File: src/rtl/ram_arbiter.sv
// ram_arbiter: two-requester round-robin sequencer driving one synchronous 64x8 RAM, one access every three cycles.
module ram_arbiter #(
  parameter int ADDR_W = 6,
  parameter int DATA_W = 8
) (
  input  logic              clk,
  input  logic              reset,
  input  logic              req0_valid,
  input  logic              req0_write,
  input  logic [ADDR_W-1:0] req0_addr,
  input  logic [DATA_W-1:0] req0_wdata,
  output logic              req0_ready,
  output logic              rsp0_valid,
  output logic [DATA_W-1:0] rsp0_rdata,
  input  logic              req1_valid,
  input  logic              req1_write,
  input  logic [ADDR_W-1:0] req1_addr,
  input  logic [DATA_W-1:0] req1_wdata,
  output logic              req1_ready,
  output logic              rsp1_valid,
  output logic [DATA_W-1:0] rsp1_rdata,
  output logic [DATA_W-1:0] ram_in,
  output logic [ADDR_W-1:0] ram_addr,
  output logic              ram_cs,
  output logic              ram_write,
  input  logic [DATA_W-1:0] ram_out,
  output logic              busy
);
  typedef enum logic [1:0] {IDLE, ACCESS, RESP} state_t;
  state_t              state_q, state_d;
  logic                last_q, last_d, gid_q, gid_d, cs_q, cs_d, wr_q, wr_d;
  logic [ADDR_W-1:0]   addr_q, addr_d;
  logic [DATA_W-1:0]   in_q, in_d;
  logic                g0, g1;
  always_ff @(posedge clk) begin
    if (reset) begin
      state_q <= IDLE;
      last_q  <= 1'b1;
      gid_q   <= 1'b0;
      cs_q    <= 1'b0;
      wr_q    <= 1'b0;
      addr_q  <= '0;
      in_q    <= '0;
    end else begin
      state_q <= state_d;
      last_q  <= last_d;
      gid_q   <= gid_d;
      cs_q    <= cs_d;
      wr_q    <= wr_d;
      addr_q  <= addr_d;
      in_q    <= in_d;
    end
  end
  // Grants are suppressed while reset is high so nothing is accepted into a flushed pipeline.
  always_comb begin
    g0 = !reset && state_q == IDLE && req0_valid && (!req1_valid || last_q);
    g1 = !reset && state_q == IDLE && req1_valid && (!req0_valid || !last_q);
  end
  always_comb begin
    state_d = state_q;
    last_d  = last_q;
    gid_d   = gid_q;
    cs_d    = cs_q;
    wr_d    = wr_q;
    addr_d  = addr_q;
    in_d    = in_q;
    if (state_q == IDLE && (g0 || g1)) begin
      state_d = ACCESS;
      last_d  = g1;
      gid_d   = g1;
      cs_d    = 1'b1;
      wr_d    = g1 ? req1_write : req0_write;
      addr_d  = g1 ? req1_addr : req0_addr;
      in_d    = g1 ? req1_wdata : req0_wdata;
    end else if (state_q == ACCESS) begin
      state_d = RESP;
      cs_d    = 1'b0;
      wr_d    = 1'b0;
    end else if (state_q == RESP) begin
      state_d = IDLE;
    end
  end
  // Chip select is masked by reset so an access edge under reset never commits a write.
  always_comb begin
    req0_ready = g0;
    req1_ready = g1;
    rsp0_valid = !reset && state_q == RESP && !gid_q;
    rsp1_valid = !reset && state_q == RESP && gid_q;
    rsp0_rdata = rsp0_valid ? ram_out : '0;
    rsp1_rdata = rsp1_valid ? ram_out : '0;
    ram_cs     = cs_q && !reset;
    ram_write  = wr_q;
    ram_addr   = addr_q;
    ram_in     = in_q;
    busy       = state_q != IDLE;
  end
endmodule

File: config.mk
export PLATFORM = sky130hd
export DESIGN_NAME = ram_arbiter
export DESIGN_NICKNAME = d
export VERILOG_FILES = /design/src/rtl/ram_arbiter.sv
export SDC_FILE = /design/constraint.sdc
export NUM_CORES = 1
export LEC_CHECK = 0
export ABC_AREA = 1
export BUFFER_PORTS_ARGS = -buffer_cell sky130_fd_sc_hd__buf_2
export CAP_MARGIN = 25
export CELL_PAD_IN_SITES_DETAIL_PLACEMENT = 0
export CELL_PAD_IN_SITES_GLOBAL_PLACEMENT = 2
export CORE_ASPECT_RATIO = 0.75
export CORE_MARGIN = 8
export CORE_UTILIZATION = 20
export DETAILED_ROUTE_END_ITERATION = 6
export HOLD_SLACK_MARGIN = 0.03
export PLACE_DENSITY_LB_ADDON = 0.1
export SYNTH_ARGS = -nofsm -noshare
export SYNTH_HDL_FRONTEND = slang
export SYNTH_SLANG_ARGS = --single-unit
File: constraint.sdc
create_clock -name clk -period 1.8 [get_ports clk]
set_input_delay 0.09 -clock clk [delete_from_list [all_inputs] [get_ports clk]]
set_output_delay 0.09 -clock clk [all_outputs]
set_load 0.005 [all_outputs]
# Word level (Yosys, flattened, before mapping)
# Cells that the tools add are included.
# word_totals
ff_bits,20
latch_bits,0
ramBits,0
mem_bits_ro,0
out_inout_bits,37
elab_cells,45
mem_count,0
# op_classes
n_addsub,0
mul,0
div_mod_pow,0
magnitude_cmp,0
n_eq_ne,2
shifts,0
n_mux,11
n_bitwise,0
reduce_logical,24
# ops
cell,n
two-way mux 8 bit,3
logical AND 1 bit,10
two-way mux 6 bit,1
nonzero test 2 bit,3
logical NOT 1 bit,5
two-way mux 1 bit,5
two-way mux 2 bit,2
logical OR 1 bit,3
nonzero test 3 bit,1
"equality test 2 x 1 -> 1 bit, second input constant",1
"equality test 2 bit, second input constant",1
logical NOT 2 bit,1
OR reduction 2 bit,1

# Depth between registers and ports, before layout
# depth
ltp_word,7
mapped_depth,11
depth_no_buf,10

# Least setup slack after synthesis
# Ideal clock, no wire load.
# synth_timing
path_kind,reg-to-reg
startpoint,register state_q[0]
endpoint,"register wr_q, in the netlist ram_write"
setup_time_ps,109
t_arrival_ps,1287
t_required_ps,1691
path_slack_ps,405
stages_incl_launch_ff,11
path_buffers,1
path_cell_list,dfxtp_1 -> inv_1 -> ha_1 -> inv_1 -> nor2_4 -> nand3_4 -> buf_2 -> nand2_1 -> nand3_1 -> nand2_1 -> inv_1
# synth_via
elab_chain_cells,7
# synth_rtl
item,line_no,source
start: declaration,30,"state_t state_q, state_d;"
start signal: assignment,45,state_q <= state_d;
logical NOT 2 bit,"56, 57, 67",
logical AND 1 bit,"56, 57",
"logical AND 1 bit, on equally long branches (2 in series)","56, 57",
logical OR 1 bit,67,if (state_q == IDLE && (g0 || g1)) begin
logical AND 1 bit,67,
two-way mux 1 bit / nonzero test 2 bit (equally long branches),n/a,
end signal: assignment,49,wr_q <= wr_d;
end: declaration,31,"logic last_q, last_d, gid_q, gid_d, cs_q, cs_d, wr_q, wr_d;"
# Parallel ways exist; a longest one is shown, timed or not.
# A chain may end at the register's enable or synchronous reset.

# Final worst setup path
# layout_timing
startpoint,register state_q[0]
endpoint,output req0_ready
# layout_via
elab_chain_cells,4
# layout_rtl
item,line_no,source
logical NOT 2 bit,56,g0 = !reset && state_q == IDLE && req0_valid && (!req1_valid || last_q);
logical AND 1 bit (3 in series),56,
end: declaration,12,"output logic req0_ready,"
# No other way between the ends.

==> key figures <==
Worst setup path
  • Kind of critical path: reg -> out
  • Worst Path Max Fanout: 6
  • Setup crit start kind: register
  • Critical Path End Type: output pin
  • WP data required: 1710 ps
  • Crit path DAT: 1540 ps

Global routing
  • Antenna violations before repair: 0
  • Vias in the first global route: 1509
  • Largest net degree at the start of global routing: 19
  • GRT Util Overall: 10.1%
  • Remaining global-route overflow: 0
  • First-pass GRT wire length: 7550 um

Logic synthesis
  • Synthesized flop and latch total: 20
  • Synthesized area: 1300 sq um
  • Synth Area per Inst: 5.92 sq um
  • Synth Area in Compound Gates: 2.79%
  • Post-synthesis adder-cell area fraction: 2.88%
  • Sequential fraction of the synthesis area: 30.7%
  • Synth unique cells: 18
  • Mapped Nets: 265
  • Simple-gate share of the synthesized area: 41.3%
  • Mapped Cells: 220
  • Post-Synth XOR/XNOR Area: 0%
  • Mux cell area share after synthesis: 0%
  • Largest family of logic cells by synthesized area: simple AND/OR/NAND/NOR gates
  • Synth warn: 0

Routing
  • DRC Markers: 0
  • First DRT Iteration DRCs: 43
  • Vias: 1457
  • DR vias/cell: 3.78
  • Routed WL: 4580 um
  • Post-route ant nets: 0
  • Post-DR wirelength/cell: 11.9 um
  • Initial DRT Pass Iterations: 4

Place
  • DP Worst Slack: 226 ps
  • Dpl hpwl: 3650 um
  • Area after DPL: 1790 sq um
  • Gpl congestion: 0.686
  • Buffers on Ports: 78

Floorplanning
  • Site row count: 25
  • Initial Utilization: 20.7%
  • DIE WIDTH: 109 um
  • Die area: 9380 sq um
  • Chip Height: 85.9 um
  • I/O pin cnt: 79
  • Core area: 6290 sq um

Timing
  • RSZ-0062 raised after global routing: false
  • Final setup fails: 0
  • Worst Setup Slack, final: 173 ps
  • Clk_skew: 6.43 ps
  • Min Tclk post-route: 1630 ps
  • Slew @ Worst Pin: 359 ps
  • Slew headroom: 76.0%
  • Setup TNS: 0 ps
  • Final-report hold violation count: 0
  • Period utilisation layout: 90.4%
  • Slew Limit Fails: 0
  • Achievable frequency: 615 MHz

Final layout
  • Share of post-route cells with drive strength above 1: 31.6%
  • Final Net Count: 350
  • Commonest cells after routing, fill and taps aside: 78 x buf_2, 66 x nand2_1, 54 x inv_1, 20 x dfxtp_1
  • Finished layout cell area: 1900 sq um
  • Antenna Diode Count: 0
  • Most common cell after layout, fill and taps aside: buf_2
  • Area growth syn-to-layout: 45.7%

Flow run
  • Max_cap viols: 0

Power and ir drop
  • VDD IR max: 0.000265 V
  • Static Leak: 1.23 nW
  • Power Dens Cells: 759 nW/um^2
  • Total power: 1.44 mW

Min path
  • Hold crit path type: in -> reg

Clock network
  • H-Tree Depth: 1
  • Clock root buffer: clkbuf_8
  • Clock Pin Slew Worst Setup and Hold Paths: 90 ps
  • Num CTS Buffers: 3
  • CTS sink cnt: 20
  • CTS tree: built
  • Clk Latency, worst-skew pair: 260 ps
  • CTS max path bufs: 2

Status
  • Status: finished, final reports clean
-- cell usage after synthesis --
cell type / number / area [sq um]
a21oi_1: 2 / 10.0
buf_2: 5 / 25.0
buf_6: 2 / 22.5
clkbuf_1: 1 / 3.75
clkinv_1: 8 / 30.0
dfxtp_1: 20 / 400
ha_1: 3 / 37.5
inv_1: 54 / 203
inv_4: 1 / 6.26
nand2_1: 66 / 248
nand3_1: 18 / 90.1
nand3_4: 1 / 17.5
nand4_1: 15 / 93.8
nor2_1: 18 / 67.6
nor2_4: 1 / 11.3
nor3_1: 2 / 10.0
o21ai_0: 2 / 10.0
o21ai_4: 1 / 16.3
-- critical path: stages, from the launching register on --
cell and delay, ps:
dfxtp_1 330, inv_1 80, ha_1 140, inv_1 70, nor2_4 130, buf_4 170
nand2_1 70, a21oi_1 160, buf_2 150
-- power breakdown --
group          internal (mW)  switching, mW
clock                  0.195          0.165
sequential             0.512         0.0328
combinational          0.228          0.308
total                  0.935          0.506
-- area by class of cell --
type,instances,area [sq um]
sequential,20,400
fill,712,4390
inverter,63,239
clock buffer,4,55.1
multi-input combinational,129,612
tap,81,101
timing repair buffer,88,490
-- through the flow --
step	hold WS [ps]	util, %	std cells
after floorplan	159	-	220
after global placement	379	28.4	377
after detailed placement	380	28.4	377
after CTS	94.4	29.3	381
after global routing	113	30.2	385
final	104	30.2	385
-- cells by family (layout without fill, tap and decap cells) --
family,Yosys count,count (layout)
fa+ha+maj,3,3
buf+inv,71,155
compound gates,5,5
flops,20,20
simple gates,121,121
-- repair_timing --
action,CTS,global route
hold endpoints to repair,0,0
gates resized for setup,0,0
hold buffers,0,0
endpoints found under the setup margin,0,1
setup buffers,0,4
-- flip-flops by register name (all words and copies together) (netlist names) --
signal and cells:
ram_write 1, ram_in 8, ram_addr 6, gid_q 1, state_q 2, cs_q 1, last_q 1
-- final timing paths --
path / from / endpoint / slack (ps) / cells past startpoint
setup / recovery: state_q[0] / req0_ready / 170 / 8
hold / removal: req0_wdata[5] / ram_in[5] / 100 / 5
setup reg to reg: state_q[0] / ram_in[7] / 250 / 11
hold reg to reg: last_q / last_q / 500 / 2
-- routing by layer --
layer | up-vias | GRT usage, % | share of wire (%)
met2 | 37 | 15.9 | 45
met1 | 600 | 12.9 | 47
met5 | - | 0 | 0
met4 | 0 | 2.20 | 0.59
met3 | 2 | 3.52 | 7.5
li1 | 818 | - | -
Note: power is estimated with default switching activity, not from simulation.
